### src/rtl/irq_ctrl_pkg.sv
// Shared definitions for the interrupt controller: register offsets,
// FSM state encoding and the default chip-select slot on the memory bus.
// No ports; imported by irq_ctrl and its sub-blocks.
package irq_ctrl_pkg;

  // Register offsets (bus_address[2:0])
  localparam logic [2:0] IC_PEND  = 3'd0;
  localparam logic [2:0] IC_MASK  = 3'd1;
  localparam logic [2:0] IC_EDGE  = 3'd2;
  localparam logic [2:0] IC_CUR   = 3'd3;
  localparam logic [2:0] IC_EOI   = 3'd4;
  localparam logic [2:0] IC_SWSET = 3'd5;
  localparam logic [2:0] IC_STAT  = 3'd6;

  // Address decoder slot the controller normally occupies (0xB000)
  localparam int IC_DEFAULT_CS = 11;

  typedef enum logic [1:0] {
    ST_IDLE    = 2'd0,
    ST_PENDING = 2'd1,
    ST_SERVICE = 2'd2
  } irq_state_t;

endpackage

### src/rtl/irq_ctrl_if.sv
// Memory-bus slave port of the interrupt controller.
// Signals: cs (select), wen (write enable), addr (offset), din (write data),
// dout (combinational read data). master = CPU/decoder side, slave = controller.
interface irq_ctrl_if #(
  parameter int WIDTH = 32
);
  logic             cs;
  logic             wen;
  logic [2:0]       addr;
  logic [WIDTH-1:0] din;
  logic [WIDTH-1:0] dout;

  modport master (output cs, output wen, output addr, output din, input dout);
  modport slave  (input cs, input wen, input addr, input din, output dout);
endinterface

### src/rtl/irq_prio_enc.sv
// Fixed-priority encoder: lowest set index wins.
// Latency: purely combinational. Backpressure: none.
// Ports: req_i (request vector), any_o (some bit set), id_o (winning index).
module irq_prio_enc #(
  parameter int NIRQ = 32
) (
  input  logic [NIRQ-1:0] req_i,
  output logic            any_o,
  output logic [4:0]      id_o
);

  always_comb begin
    any_o = |req_i;
    id_o  = '0;
    // Scan from the top so the lowest set index is the last one assigned.
    for (int i = NIRQ - 1; i >= 0; i--) begin
      if (req_i[i]) id_o = 5'(i);
    end
  end

endmodule

### src/rtl/irq_ctrl.sv
// Bus-mapped interrupt controller: latches/masks sources, raises one
// prioritized request, tracks a single in-service source via CLAIM/EOI.
// Latency: source edge to irq_o = 2 (sync, SYNC=1) + 1 (pend) + 1 (irq reg).
// Backpressure: none; bus accesses complete in the cycle cs is high.
// Ports: clk, reset (async, active-high), bus (slave modport),
// irq_in_i (raw sources), irq_o (request to CPU), cur_id_o (in-service ID).
module irq_ctrl
  import irq_ctrl_pkg::*;
#(
  parameter int WIDTH = 32,
  parameter int NIRQ  = 32,
  parameter int SYNC  = 1
) (
  input  logic            clk,
  input  logic            reset,
  irq_ctrl_if.slave       bus,
  input  logic [NIRQ-1:0] irq_in_i,
  output logic            irq_o,
  output logic [4:0]      cur_id_o
);

  logic [NIRQ-1:0] s;
  logic [NIRQ-1:0] prev_q;
  logic [NIRQ-1:0] pend_q, pend_d;
  logic [NIRQ-1:0] mask_q, mask_d;
  logic [NIRQ-1:0] edge_q, edge_d;
  logic [NIRQ-1:0] elig, win_oh, edge_rise, set_v, clr_v, wdat;
  logic            any;
  logic [4:0]      win_id;
  logic            wr, wr_pend, wr_mask, wr_edge, wr_cur, wr_eoi, wr_swset;
  logic            claim_ok;
  irq_state_t      state_q;
  logic            irq_q;
  logic            cur_valid_q;
  logic [4:0]      cur_id_q;
  logic [WIDTH-1:0] rdat;

  // ---------------- source synchronizer ----------------
  generate
    if (SYNC != 0) begin : g_sync
      logic [NIRQ-1:0] sync1_q, sync2_q;
      always_ff @(posedge clk or posedge reset) begin
        if (reset) begin
          sync1_q <= '0;
          sync2_q <= '0;
        end else begin
          sync1_q <= irq_in_i;
          sync2_q <= sync1_q;
        end
      end
      assign s = sync2_q;
    end else begin : g_nosync
      assign s = irq_in_i;
    end
  endgenerate

  // ---------------- bus write decode ----------------
  assign wr       = bus.cs & bus.wen;
  assign wdat     = bus.din[NIRQ-1:0];
  assign wr_pend  = wr && (bus.addr == IC_PEND);
  assign wr_mask  = wr && (bus.addr == IC_MASK);
  assign wr_edge  = wr && (bus.addr == IC_EDGE);
  assign wr_cur   = wr && (bus.addr == IC_CUR);
  assign wr_eoi   = wr && (bus.addr == IC_EOI);
  assign wr_swset = wr && (bus.addr == IC_SWSET);

  // ---------------- arbitration ----------------
  assign elig = pend_q & mask_q;

  irq_prio_enc #(.NIRQ(NIRQ)) u_prio (
    .req_i (elig),
    .any_o (any),
    .id_o  (win_id)
  );

  assign win_oh   = any ? (NIRQ'(1) << win_id) : '0;
  assign claim_ok = wr_cur && (state_q == ST_PENDING) && any;

  // ---------------- pending / mask / edge next state ----------------
  assign edge_rise = edge_q & s & ~prev_q;
  assign set_v     = edge_rise | (wr_swset ? (wdat & edge_q) : '0);
  assign clr_v     = (wr_pend ? wdat : '0) | (claim_ok ? win_oh : '0);

  // Edge bits: clear first, then OR in sets so a same-cycle set wins.
  // Level bits simply mirror the synchronized input.
  assign pend_d = (edge_q & ((pend_q & ~clr_v) | set_v)) | (~edge_q & s);
  assign mask_d = wr_mask ? wdat : mask_q;
  assign edge_d = wr_edge ? wdat : edge_q;

  always_ff @(posedge clk or posedge reset) begin
    if (reset) begin
      prev_q <= '0;
      pend_q <= '0;
      mask_q <= '0;
      edge_q <= '0;
    end else begin
      prev_q <= s;
      pend_q <= pend_d;
      mask_q <= mask_d;
      edge_q <= edge_d;
    end
  end

  // ---------------- service FSM ----------------
  always_ff @(posedge clk or posedge reset) begin
    if (reset) begin
      state_q     <= ST_IDLE;
      irq_q       <= 1'b0;
      cur_valid_q <= 1'b0;
      cur_id_q    <= '0;
    end else begin
      case (state_q)
        ST_IDLE: begin
          if (any) begin
            state_q <= ST_PENDING;
            irq_q   <= 1'b1;
          end
        end
        ST_PENDING: begin
          // Losing all eligible sources takes precedence over a CLAIM.
          if (!any) begin
            state_q <= ST_IDLE;
            irq_q   <= 1'b0;
          end else if (wr_cur) begin
            state_q     <= ST_SERVICE;
            irq_q       <= 1'b0;
            cur_valid_q <= 1'b1;
            cur_id_q    <= win_id;
          end
        end
        ST_SERVICE: begin
          // cur_id_q is kept for debug after EOI; only valid drops.
          if (wr_eoi) begin
            state_q     <= ST_IDLE;
            cur_valid_q <= 1'b0;
          end
        end
        default: begin
          state_q <= ST_IDLE;
          irq_q   <= 1'b0;
        end
      endcase
    end
  end

  assign irq_o    = irq_q;
  assign cur_id_o = cur_id_q;

  // ---------------- read mux ----------------
  always_comb begin
    rdat = '0;
    if (bus.cs) begin
      case (bus.addr)
        IC_PEND:  rdat = WIDTH'(pend_q);
        IC_MASK:  rdat = WIDTH'(mask_q);
        IC_EDGE:  rdat = WIDTH'(edge_q);
        IC_CUR: begin
          rdat[31]  = cur_valid_q;
          rdat[4:0] = cur_id_q;
        end
        IC_SWSET: rdat = WIDTH'(s);
        IC_STAT:  rdat[1:0] = state_q;
        default:  rdat = '0;
      endcase
    end
  end

  assign bus.dout = rdat;

endmodule
### src/flat_wrapper.sv
// flat-port wrapper written by rule: the top's interface ports become plain ports
module irq_ctrl_flat import irq_ctrl_pkg::*;
#(
  parameter int WIDTH = 32,
  parameter int NIRQ  = 32,
  parameter int SYNC  = 1
)
  (clk, reset, irq_in_i, irq_o, cur_id_o, bus_cs, bus_wen, bus_addr, bus_din, bus_dout);
  irq_ctrl_if #(.WIDTH(WIDTH)) bus_i ();
  input  logic clk;
  input  logic reset;
  input  logic [NIRQ-1:0] irq_in_i;
  output logic irq_o;
  output logic [4:0] cur_id_o;
  input wire logic [$bits(bus_i.cs)-1:0] bus_cs;
  input wire logic [$bits(bus_i.wen)-1:0] bus_wen;
  input wire logic [$bits(bus_i.addr)-1:0] bus_addr;
  input wire logic [$bits(bus_i.din)-1:0] bus_din;
  output wire logic [$bits(bus_i.dout)-1:0] bus_dout;
  assign bus_i.cs = bus_cs;
  assign bus_i.wen = bus_wen;
  assign bus_i.addr = bus_addr;
  assign bus_i.din = bus_din;
  assign bus_dout = bus_i.dout;
  irq_ctrl #(.WIDTH(WIDTH), .NIRQ(NIRQ), .SYNC(SYNC)) u_core (.clk(clk), .reset(reset), .bus(bus_i), .irq_in_i(irq_in_i), .irq_o(irq_o), .cur_id_o(cur_id_o));
endmodule
### config.mk
export PLATFORM = sky130hd
export DESIGN_NAME = irq_ctrl_flat
export DESIGN_NICKNAME = d
export VERILOG_FILES = /design/src/rtl/irq_ctrl_pkg.sv /design/src/rtl/irq_ctrl_if.sv /design/src/rtl/irq_prio_enc.sv /design/src/rtl/irq_ctrl.sv /design/src/flat_wrapper.sv
export SDC_FILE = /design/constraint.sdc
export NUM_CORES = 1
export LEC_CHECK = 0
export ABC_AREA = 0
export CAP_MARGIN = 15
export CORE_MARGIN = 8
export CORE_UTILIZATION = 40
export CTS_BUF_LIST = sky130_fd_sc_hd__clkbuf_8
export CTS_CLUSTER_SIZE = 14
export DETAILED_ROUTE_END_ITERATION = 10
export GPL_ROUTABILITY_DRIVEN = 0
export PLACE_DENSITY_LB_ADDON = 0.25
export SYNTH_ARGS = -nofsm -noshare
export SYNTH_HDL_FRONTEND = slang
export SYNTH_SLANG_ARGS = --single-unit
### constraint.sdc
create_clock -name clk -period 9.3 [get_ports clk]
set_input_delay 1.395 -clock clk [delete_from_list [all_inputs] [get_ports clk]]
set_output_delay 1.395 -clock clk [all_outputs]
set_load 0.02 [all_outputs]
# [Word-level counts from Yosys, hierarchy flattened]
# Index checks and enable logic that the tools add are counted.
[totals] reg_bits=201 wordCells=110 out_inout_bits=38 input_bits=71
[classes] mux=54 eq_ne=13 bitwise_logic=16 reduce_logical=16 shifts=1
[op_table] cell="32-bit AND" n=7
[op_table] cell="32-bit two-way mux" n=5
[op_table] cell="5-bit two-way mux" n=32
[op_table] cell="32-bit bitwise OR" n=4
[op_table] cell="26-bit one-hot mux with 4 select lines" n=1
[op_table] cell="32-bit inverter" n=3
[op_table] cell="32-bit OR reduction" n=1
[op_table] cell="1-bit by 5-bit << shifter with 32-bit output, first input constant" n=1
[op_table] cell="3-bit one-hot mux with 5 select lines" n=1
[op_table] cell="2-bit one-hot mux with 6 select lines" n=1
[op_table] cell="3-bit == test, second input constant" n=3
[op_table] cell="3-bit AND reduction" n=3
[op_table] cell="1-bit logical AND" n=8
[op_table] cell="2-bit two-way mux" n=4
[op_table] cell="2-bit by 1-bit inequality test with 1-bit output, second input constant" n=4
[op_table] cell="3-bit by 2-bit == test with 1-bit output, second input constant" n=2
[op_table] cell="1-bit two-way mux" n=6
[op_table] cell="2-bit one-hot mux with 3 select lines" n=1
[op_table] cell="1-bit one-hot mux with 5 select lines" n=1
[op_table] cell="4-bit AND reduction" n=1
[op_table] cell="3-bit by 1-bit == test with 1-bit output, second input constant" n=1
[op_table] cell="3-bit zero test" n=1
[op_table] cell="3-bit inequality test, second input constant" n=1
[op_table] cell="1-bit one-hot mux with 3 select lines" n=1
[op_table] cell="other kinds (7)" n=7

# [Longest topological paths before layout]
# Gate-level depths: netlist of run 1.
[depth] ltp_word=42 mapped_depth=11 depth_no_buf=7

# [By module]
# A second synthesis of run 1 with hierarchy kept.
[hier_totals] hier_cells=766 area_unflattened_um2=8715.9
[by_module_without_submodules] mod="irq_ctrl" area_per_inst_um2=8330.5 cells_per_inst=701 instances=1 seq_area_each_um2=5029.8
[by_module_without_submodules] mod="irq_prio_enc" area_per_inst_um2=385.4 cells_per_inst=65 instances=1 seq_area_each_um2=0.0

# [Worst setup path after synthesis of run 1]
# No wires, ideal clock.
[synth_path] path_type="in2out" from="input port bus_addr[2]" to="output port bus_dout[11]" slack_ps=5147 n_path_buf=3 cell_stages=6 required_time_ps=7905 t_arrival_ps=2758 cell_sequence="clkbuf_1 and2_1 buf_2 clkbuf_1 a22oi_1 a21oi_1"
[synth_via] elab_chain_cells=3 word_cells_on_any_way=6 cone_classes="3 x eq/ne; 2 x mux; 1 x reduce/logical"
[synth_lines] element="from (decl)" line_no="flat_wrapper.sv:17" source="input wire logic [$bits(bus_i.addr)-1:0] bus_addr;"
[synth_lines] element="3-bit == test, or another cell as far along" line_no="irq_ctrl.sv:153" source="case (bus.addr)"
[synth_lines] element="26-bit one-hot mux with 4 select lines *" line_no="irq_ctrl.sv:153"
[synth_lines] element="32-bit two-way mux *" line_no="irq_ctrl.sv:152" source="if (bus.cs) begin"
[synth_lines] element="to (decl)" line_no="flat_wrapper.sv:19" source="output wire logic [$bits(bus_i.dout)-1:0] bus_dout;"
# Every way passes the cells marked *; elsewhere a longest branch is shown, timed or not.

# [Worst setup path in the final report of run 1]
[layout_path] from="input port bus_addr[2]" to="output port bus_dout[23]"
# Same word-level chain as after synthesis.

==> metrics.txt, run 1 <==
# TYPE chip_impl_metric gauge
chip_impl_info{name="synth_top_family_by_area",value="compound AO/OA/AOI/OAI gates"} 1
chip_impl_metric{name="globalRouteOverflowTotal",unit=""} 0
chip_impl_metric{name="vias",unit=""} 6992
chip_impl_info{name="critPathKind",value="primary input to primary output"} 1
chip_impl_metric{name="numClockSinks",unit=""} 201
chip_impl_metric{name="grt_max_degree",unit=""} 129
chip_impl_metric{name="mappedNetlistArea",unit="µm²"} 8712
chip_impl_metric{name="timing.final.crit_period",unit="ns"} 6.294
chip_impl_metric{name="final_area",unit="µm²"} 10720
chip_impl_info{name="outcome",value="finished clean"} 1
chip_impl_metric{name="power.internal",unit="mW"} 1.639
chip_impl_metric{name="layout.filler_cells",unit=""} 1995
chip_impl_metric{name="grt.total_usage",unit=""} 0.1919
chip_impl_metric{name="finalMaxSlewViolations",unit=""} 0
chip_impl_metric{name="layout_area_growth_over_synthesis",unit="%"} 23.08
chip_impl_metric{name="place.detailed.hpwl",unit="µm"} 16780
chip_impl_metric{name="finalSetupTns",unit="ns"} 0
chip_impl_metric{name="drc",unit=""} 0
chip_impl_metric{name="clk_path_buf_depth",unit=""} 3
chip_impl_metric{name="detail-route-antenna-nets",unit=""} 0
chip_impl_metric{name="dpl-instance-area",unit="µm²"} 10080
chip_impl_metric{name="drive_above_1_share",unit=""} 0.1383
chip_impl_metric{name="fp.dieH",unit="µm"} 163.6
chip_impl_metric{name="worst-r2r-cell-count",unit=""} 7
chip_impl_info{name="yosys_most_used_dff",value="sky130_fd_sc_hd__dfrtp_1"} 1
chip_impl_metric{name="first_pass_iters",unit=""} 6
chip_impl_metric{name="postCtsSetupBuffers",unit=""} 0
chip_impl_metric{name="switching_share",unit=""} 0.3271
chip_impl_metric{name="routedWlPerCell",unit="µm"} 21.33
chip_impl_metric{name="grt_pass1_wl",unit="µm"} 40170
chip_impl_info{name="worst_setup_path_start_kind",value="primary input"} 1
chip_impl_metric{name="synth_compound_gate_area_share",unit=""} 0.1877
chip_impl_metric{name="worstHoldPathCells",unit=""} 0
chip_impl_metric{name="max_clock_freq",unit="MHz"} 158.9
chip_impl_metric{name="layout_worst_path_cycle_share",unit=""} 0.6767
chip_impl_metric{name="yosys-mux-area-fraction",unit=""} 0.08861
chip_impl_metric{name="synth-seq-area-share",unit=""} 0.5773
chip_impl_metric{name="syn_area_per_cell",unit="µm²"} 11.33
chip_impl_metric{name="seq_power_share",unit=""} 0.470
chip_impl_metric{name="clock_power_share",unit=""} 0.305
chip_impl_metric{name="syn_nets",unit=""} 840
chip_impl_metric{name="yosys_register_bits",unit=""} 201
chip_impl_metric{name="drv.max_cap_violation_count",unit=""} 0
chip_impl_metric{name="grt_pass1_vias",unit=""} 6986
chip_impl_metric{name="antenna_found_initial",unit=""} 1
chip_impl_metric{name="io_buffer_count",unit=""} 108
chip_impl_metric{name="drtIter0Drc",unit=""} 739
chip_impl_info{name="worstHoldEndpoint",value="u_core.g_sync.sync2_q[26]"} 1
chip_impl_metric{name="die_area",unit="µm²"} 26760
chip_impl_metric{name="switching_power",unit="mW"} 0.7969
chip_impl_metric{name="synth-edff-count",unit=""} 0
chip_impl_metric{name="combinationalPowerShare",unit=""} 0.226
chip_impl_metric{name="seq_area",unit="µm²"} 5030
chip_impl_metric{name="worstPathRequired",unit="ns"} 7.91
chip_impl_metric{name="reg2reg_slack",unit="ns"} 6.17
chip_impl_metric{name="overall_routed_net_length",unit="µm"} 25300
chip_impl_info{name="critical_path.endpoint_type",value="primary output"} 1
chip_impl_metric{name="chip_width",unit="µm"} 163.6
chip_impl_metric{name="worst_setup_hold_path_clk_slew",unit="ns"} 0.05
chip_impl_info{name="r2r-start",value="u_core.pend_q[28]"} 1
chip_impl_metric{name="post_synth_inst_count",unit=""} 769
chip_impl_metric{name="tritoncts.num_buffers",unit=""} 35
chip_impl_metric{name="clk-insertion-delay-late",unit="ns"} 0.51
chip_impl_metric{name="path_max_fanout",unit=""} 20
chip_impl_metric{name="initial_core_utilization",unit=""} 0.4030
chip_impl_metric{name="core_area",unit="µm²"} 21620
chip_impl_metric{name="via_per_inst",unit=""} 5.895
chip_impl_metric{name="synthAdderAreaFrac",unit=""} 0
chip_impl_info{name="holdCritPathClass",value="flip-flop to flip-flop"} 1
chip_impl_metric{name="worst-slew-pin-transition",unit="ns"} 1.120
chip_impl_metric{name="ctsHoldBuffers",unit=""} 0
chip_impl_metric{name="synth_simple_gate_area_share",unit=""} 0.1251
chip_impl_info{name="mostFrequentLayoutCell",value="sky130_fd_sc_hd__dfrtp_1"} 1
chip_impl_info{name="rsz_0062_raised_after_global_routing",value="no"} 1
chip_impl_info{name="crit-reg2reg-capture",value="u_core.pend_q[26]"} 1
chip_impl_info{name="root_driver",value="sky130_fd_sc_hd__clkbuf_8"} 1
chip_impl_metric{name="leakagePower",unit="nW"} 4.341
chip_impl_metric{name="slew-limit-headroom",unit=""} 0.2533
chip_impl_metric{name="std_cell_rows",unit=""} 54
chip_impl_metric{name="yosysWarnings",unit=""} 0
chip_impl_metric{name="cts_max_level",unit=""} 2
chip_impl_metric{name="setup_viol",unit=""} 0
chip_impl_metric{name="synth_xor_xnor_area_share",unit=""} 0
chip_impl_metric{name="netlist-cell-type-count",unit=""} 57
chip_impl_metric{name="nNetsFinal",unit=""} 956
chip_impl_info{name="cts_tree",value="done"} 1
chip_impl_metric{name="pwr_per_cell_area",unit="nW/µm²"} 227.2
chip_impl_metric{name="final.setup_skew",unit="ns"} 0.02225
chip_impl_metric{name="ios",unit=""} 109
chip_impl_metric{name="timing.final.hold_violations",unit=""} 0
chip_impl_metric{name="cts.repair.resized",unit=""} 0
chip_impl_metric{name="ir_drop",unit="µV"} 127.1
chip_impl_info{name="worst_hold_startpoint",value="u_core.g_sync.sync1_q[26]"} 1
chip_impl_metric{name="worst-endpoint-arrival",unit="ns"} 4.90
chip_impl_metric{name="multi_input_area",unit="µm²"} 3521
chip_impl_info{name="layout.cells.most_common_list",value="201 x sky130_fd_sc_hd__dfrtp_1, 118 x sky130_fd_sc_hd__nand2_1, 108 x sky130_fd_sc_hd__clkdlybuf4s50_1"} 1
chip_impl_metric{name="synthArstFlopShare",unit=""} 1.000
==> power by group through the flow <==
stage / combinational [mW] / clock [mW] / sequential [mW]
floorplan: 0.341 / 0 / 1.12
global placement: 0.539 / 0 / 1.15
detailed placement: 0.547 / 0 / 1.15
CTS: 0.549 / 0.765 / 1.14
global route: 0.597 / 0.804 / 1.16
finish: 0.550 / 0.742 / 1.14
==> state kept, by name, indices dropped and copies added, names as in the netlist <==
signal	cells
u_core.edge_q	32
u_core.g_sync.sync1_q	32
u_core.g_sync.sync2_q	32
u_core.mask_q	32
u_core.pend_q	32
u_core.prev_q	32
u_core.cur_id_o	5
u_core.state_q	2
u_core.cur_valid_q	1
u_core.irq_o	1
==> per-layer routing <==
metal / GRT usage / wire length, µm / vias up
met2: 0.2900 / 11640 / 295
met4: 0.06818 / 533 / 0
li1: - / - / 3144
met3: 0.04234 / 1841 / 45
met1: 0.2671 / 11280 / 3508
met5: 0 / 0 / -
==> through the flow <==
step,util,hold slack (ns),std cells,worst slack (ns),power [mW]
6_report,0.4959,0.3452,1186,3.006,2.436
5_1_grt,0.4958,0.3509,1185,2.706,2.566
4_1_cts,0.4957,0.3470,1184,3.011,2.453
3_5_place_dp,0.4662,0.3347,1128,3.024,1.700
3_3_place_gp,0.4662,0.3320,1128,3.126,1.691
2_1_floorplan,-,0.3312,769,2.423,1.464
==> worst max-delay path by stage <==
stage / startpoint / endpoint / slack [ns] / cells after the start
after floorplan: reset / u_core.cur_id_o[0] / 2.42 / 1
after global placement: bus_addr[2] / bus_dout[20] / 3.13 / 7
after detailed placement: bus_addr[2] / bus_dout[20] / 3.02 / 7
after CTS: bus_addr[2] / bus_dout[20] / 3.01 / 7
after global routing: bus_addr[2] / bus_dout[22] / 2.71 / 7
final: bus_addr[2] / bus_dout[23] / 3.01 / 7
==> worst max-delay path, cell delays in order <==
cell                              delay [ns]
sky130_fd_sc_hd__clkdlybuf4s50_1        0.82
sky130_fd_sc_hd__and2b_1                0.49
sky130_fd_sc_hd__nor2b_2                0.78
sky130_fd_sc_hd__buf_4                  0.41
sky130_fd_sc_hd__a22oi_1                0.13
sky130_fd_sc_hd__a21oi_1                0.20
sky130_fd_sc_hd__clkdlybuf4s50_1        0.66
==> synthesized netlist by cell type, types with 2 or more instances <==
cell | n | share of area
sky130_fd_sc_hd__nand3b_1 | 3 | 0.0026
sky130_fd_sc_hd__a31oi_1 | 20 | 0.014
sky130_fd_sc_hd__mux2_1 | 13 | 0.017
sky130_fd_sc_hd__clkbuf_1 | 19 | 0.0082
sky130_fd_sc_hd__inv_1 | 5 | 0.0022
sky130_fd_sc_hd__a21o_1 | 3 | 0.0026
sky130_fd_sc_hd__mux2_2 | 52 | 0.067
sky130_fd_sc_hd__o311ai_1 | 3 | 0.0030
sky130_fd_sc_hd__buf_1 | 3 | 0.0013
sky130_fd_sc_hd__and3_1 | 4 | 0.0029
sky130_fd_sc_hd__o31a_1 | 3 | 0.0030
sky130_fd_sc_hd__and2b_1 | 2 | 0.0017
sky130_fd_sc_hd__a32oi_1 | 21 | 0.021
sky130_fd_sc_hd__buf_2 | 16 | 0.0092
sky130_fd_sc_hd__nand4_1 | 8 | 0.0057
sky130_fd_sc_hd__o21ai_0 | 5 | 0.0029
sky130_fd_sc_hd__a21oi_1 | 34 | 0.020
sky130_fd_sc_hd__nor3b_1 | 3 | 0.0026
sky130_fd_sc_hd__nor3_1 | 6 | 0.0034
sky130_fd_sc_hd__a22o_1 | 9 | 0.0090
sky130_fd_sc_hd__nor4_1 | 5 | 0.0036
sky130_fd_sc_hd__a32o_1 | 9 | 0.010
sky130_fd_sc_hd__nand3_1 | 27 | 0.016
sky130_fd_sc_hd__nor2b_1 | 8 | 0.0057
sky130_fd_sc_hd__a22oi_1 | 83 | 0.072
sky130_fd_sc_hd__nand2b_1 | 6 | 0.0043
sky130_fd_sc_hd__nand2_1 | 118 | 0.051
sky130_fd_sc_hd__and2_1 | 11 | 0.0079
sky130_fd_sc_hd__a311oi_1 | 3 | 0.0030
sky130_fd_sc_hd__nor2_1 | 21 | 0.0090
sky130_fd_sc_hd__dfrtp_1 | 201 | 0.58
sky130_fd_sc_hd__a222oi_1 | 4 | 0.0046
sky130_fd_sc_hd__nor2_2 | 3 | 0.0022
sky130_fd_sc_hd__a211oi_1 | 2 | 0.0017
sky130_fd_sc_hd__o21ai_1 | 10 | 0.0057
sky130_fd_sc_hd__mux2i_1 | 4 | 0.0046
sky130_fd_sc_hd__a41oi_1 | 2 | 0.0020
==> area by class of cell <==
cell class,count,share of cell area
inverters,6,0.002800
clock inverters,14,0.005601
multi-input cells,524,0.3284
diodes,2,0.0004667
repair buffers,117,0.1071
flip-flops and latches,201,0.4691
clock buffers,42,0.05391
well taps,280,0.03267
==> kinds of logic after synthesis <==
family | Yosys count
AO/OA/AOI/OAI | 223
flip-flops | 201
multiplexers | 69
buffers and inverters | 44
AND/OR/NAND/NOR | 232
Note: power is estimated with default switching activity, not from simulation.
==> inputs of run 2 (changes only) <==
clock period = 5.6 ns   (was 9.3 ns; I/O delays follow)
==> run 2 against run 1 <==
  * Final area rose by 1.2%
  * Via count fell by 1.5%
  * Non-clock buffer count rose by 7
  * Global-route usage fell by 0.13 points
  * Critical path type unchanged
  * Critical endpoint is now bus_dout[17]
==> metrics.txt, run 2 (synthesis results as in run 1) <==
# TYPE chip_impl_metric gauge
chip_impl_metric{name="grt_max_degree",unit=""} 108
chip_impl_metric{name="std_cell_rows",unit=""} 54
chip_impl_info{name="crit-reg2reg-capture",value="u_core.pend_q[26]"} 1
chip_impl_metric{name="pwr_per_cell_area",unit="nW/µm²"} 385.0
chip_impl_metric{name="numClockSinks",unit=""} 201
chip_impl_metric{name="ir_drop",unit="µV"} 245.8
chip_impl_info{name="r2r-start",value="u_core.pend_q[5]"} 1
chip_impl_metric{name="grt_pass1_vias",unit=""} 6935
chip_impl_metric{name="grt_pass1_wl",unit="µm"} 40120
chip_impl_metric{name="clk-insertion-delay-late",unit="ns"} 0.52
chip_impl_metric{name="layout_worst_path_cycle_share",unit=""} 0.8244
chip_impl_metric{name="seq_power_share",unit=""} 0.456
chip_impl_metric{name="detail-route-antenna-nets",unit=""} 0
chip_impl_metric{name="worst-slew-pin-transition",unit="ns"} 1.201
chip_impl_metric{name="switching_power",unit="mW"} 1.369
chip_impl_metric{name="slew-limit-headroom",unit=""} 0.1993
chip_impl_metric{name="switching_share",unit=""} 0.3276
chip_impl_metric{name="setup_viol",unit=""} 0
chip_impl_metric{name="worstHoldPathCells",unit=""} 0
chip_impl_info{name="sequence_of_cells_on_the_critical_path",value="clkdlybuf4s50_1 > and2b_1 > nor2b_2 > buf_4 > a22oi_1 > a21oi_1 > clkdlybuf4s50_1"} 1
chip_impl_metric{name="nNetsFinal",unit=""} 963
chip_impl_metric{name="path_max_fanout",unit=""} 17
chip_impl_metric{name="via_per_inst",unit=""} 5.748
chip_impl_info{name="worst_hold_startpoint",value="u_core.g_sync.sync1_q[9]"} 1
chip_impl_metric{name="finalMaxSlewViolations",unit=""} 0
chip_impl_metric{name="final.setup_skew",unit="ns"} 0.01525
chip_impl_metric{name="leakagePower",unit="nW"} 4.420
chip_impl_metric{name="chip_width",unit="µm"} 163.6
chip_impl_metric{name="drc",unit=""} 0
chip_impl_metric{name="slowest_delay",unit="ns"} 0.84
chip_impl_metric{name="die_area",unit="µm²"} 26760
chip_impl_metric{name="worst_setup_hold_path_clk_slew",unit="ns"} 0.06
chip_impl_metric{name="drive_above_1_share",unit=""} 0.1492
chip_impl_info{name="critical-path-top-cell-by-count",value="sky130_fd_sc_hd__clkdlybuf4s50_1"} 1
chip_impl_metric{name="drv.max_cap_violation_count",unit=""} 0
chip_impl_info{name="root_driver",value="sky130_fd_sc_hd__clkbuf_8"} 1
chip_impl_metric{name="power.internal",unit="mW"} 2.810
chip_impl_info{name="critical_path.endpoint_type",value="primary output"} 1
chip_impl_metric{name="hold_slack",unit="ns"} 0.3454
chip_impl_metric{name="cts.repair.resized",unit=""} 0
chip_impl_metric{name="vias",unit=""} 6886
chip_impl_info{name="mostFrequentLayoutCell",value="sky130_fd_sc_hd__dfrtp_1"} 1
chip_impl_metric{name="timing.final.hold_violations",unit=""} 0
chip_impl_metric{name="io_buffer_count",unit=""} 108
chip_impl_metric{name="insertedDiodeCount",unit=""} 0
chip_impl_info{name="rsz_0062_raised_after_global_routing",value="no"} 1
chip_impl_info{name="outcome",value="finished clean"} 1
chip_impl_metric{name="ios",unit=""} 109
chip_impl_metric{name="antenna_found_initial",unit=""} 0
chip_impl_metric{name="worst-r2r-cell-count",unit=""} 7
chip_impl_info{name="layout.cells.most_common_list",value="201 x sky130_fd_sc_hd__dfrtp_1, 118 x sky130_fd_sc_hd__nand2_1, 108 x sky130_fd_sc_hd__clkdlybuf4s50_1"} 1
chip_impl_metric{name="postCtsSetupBuffers",unit=""} 0
chip_impl_metric{name="overall_routed_net_length",unit="µm"} 25470
chip_impl_metric{name="combinationalPowerShare",unit=""} 0.218
chip_impl_metric{name="place.detailed.hpwl",unit="µm"} 17160
chip_impl_metric{name="ctsHoldBuffers",unit=""} 0
chip_impl_metric{name="globalRouteOverflowTotal",unit=""} 0
chip_impl_metric{name="timing.final.crit_period",unit="ns"} 4.617
chip_impl_info{name="worstHoldEndpoint",value="u_core.g_sync.sync2_q[9]"} 1
chip_impl_metric{name="worstPathRequired",unit="ns"} 4.76
chip_impl_info{name="critical_path.top_delay_family",value="buffers and inverters"} 1
chip_impl_metric{name="clk_path_buf_depth",unit=""} 3
chip_impl_info{name="cts_tree",value="done"} 1
chip_impl_info{name="critPathKind",value="primary input to primary output"} 1
chip_impl_metric{name="clock_power_share",unit=""} 0.326
chip_impl_metric{name="drtIter0Drc",unit=""} 688
chip_impl_metric{name="grt.total_usage",unit=""} 0.1906
chip_impl_info{name="crit_slowest_cell",value="sky130_fd_sc_hd__clkdlybuf4s50_1"} 1
chip_impl_metric{name="layout_area_growth_over_synthesis",unit="%"} 24.57
chip_impl_metric{name="routedWlPerCell",unit="µm"} 21.26
chip_impl_metric{name="first_pass_iters",unit=""} 5
chip_impl_metric{name="tritoncts.num_buffers",unit=""} 35
chip_impl_metric{name="core_area",unit="µm²"} 21620
chip_impl_metric{name="cts_max_level",unit=""} 2
chip_impl_metric{name="initial_core_utilization",unit=""} 0.4030
chip_impl_info{name="worst_setup_path_start_kind",value="primary input"} 1
chip_impl_metric{name="max_clock_freq",unit="MHz"} 216.6
chip_impl_metric{name="crit_buf_inv",unit=""} 3
chip_impl_info{name="holdCritPathClass",value="flip-flop to flip-flop"} 1
chip_impl_metric{name="finalSetupTns",unit="ns"} 0
chip_impl_metric{name="reg2reg_slack",unit="ns"} 2.40
chip_impl_metric{name="fp.dieH",unit="µm"} 163.6
chip_impl_metric{name="worst-endpoint-arrival",unit="ns"} 3.78
==> run 2: cell types whose count changed in the layout (fill, tap and decap cells not counted), sizes merged <==
cell	before	now
buf	9	16
bufinv	0	1
clkbuf	42	44
clkinv	3	5
clkinvlp	1	2
diode	2	0
inv	16	17
==> run 2: layer usage <==
metal | wire length, µm | GRT usage | vias up
li1 | - | - | 3159
met1 | 11720 | 0.2700 | 3433
met2 | 11610 | 0.2906 | 256
met3 | 1621 | 0.03780 | 38
met4 | 517 | 0.05620 | 0
met5 | 0 | 0 | -
==> run 2: how the worst max path moves through the flow <==
stage / startpoint / endpoint / slack, ns / cells past startpoint
2_1_floorplan: reset / u_core.cur_id_o[0] / 2.16 / 1
3_3_place_gp: bus_addr[1] / bus_dout[17] / 1.08 / 7
3_5_place_dp: bus_addr[1] / bus_dout[17] / 1.04 / 7
4_1_cts: bus_addr[1] / bus_dout[17] / 1.02 / 7
5_1_grt: bus_addr[1] / bus_dout[17] / 0.84 / 7
6_report: bus_addr[1] / bus_dout[17] / 0.98 / 7
==> run 2: layout make-up <==
type / count / area [µm²]
Sequential cell: 201 / 5030
Fill cell: 1979 / 10770
Inverter: 6 / 26.28
Tap cell: 280 / 350.3
Clock buffer: 44 / 605.6
Clock inverter: 19 / 112.6
Timing Repair Buffer: 124 / 1214
Multi-Input combinational cell: 524 / 3515
==> run 2: metrics by stage <==
step / worst slack [ns] / power [mW] / area [µm²] / utilization / cells
3_3_place_gp: 1.079 / 2.816 / 10130 / 0.4688 / 1135
4_1_cts: 1.024 / 4.211 / 10850 / 0.5020 / 1198
2_1_floorplan: 2.158 / 2.433 / 8716 / - / 769
5_1_grt: 0.8419 / 4.384 / 10850 / 0.5020 / 1198
3_5_place_dp: 1.035 / 2.829 / 10130 / 0.4688 / 1135
6_report: 0.9832 / 4.179 / 10850 / 0.5020 / 1198
==> run 2: power groups by stage <==
stage | clock [mW] | combinational [mW] | sequential, mW
finish | 1.36 | 0.913 | 1.90
global placement | 0 | 0.897 | 1.92
global route | 1.47 | 0.984 | 1.93
detailed placement | 0 | 0.910 | 1.92
floorplan | 0 | 0.567 | 1.87
CTS | 1.40 | 0.913 | 1.90
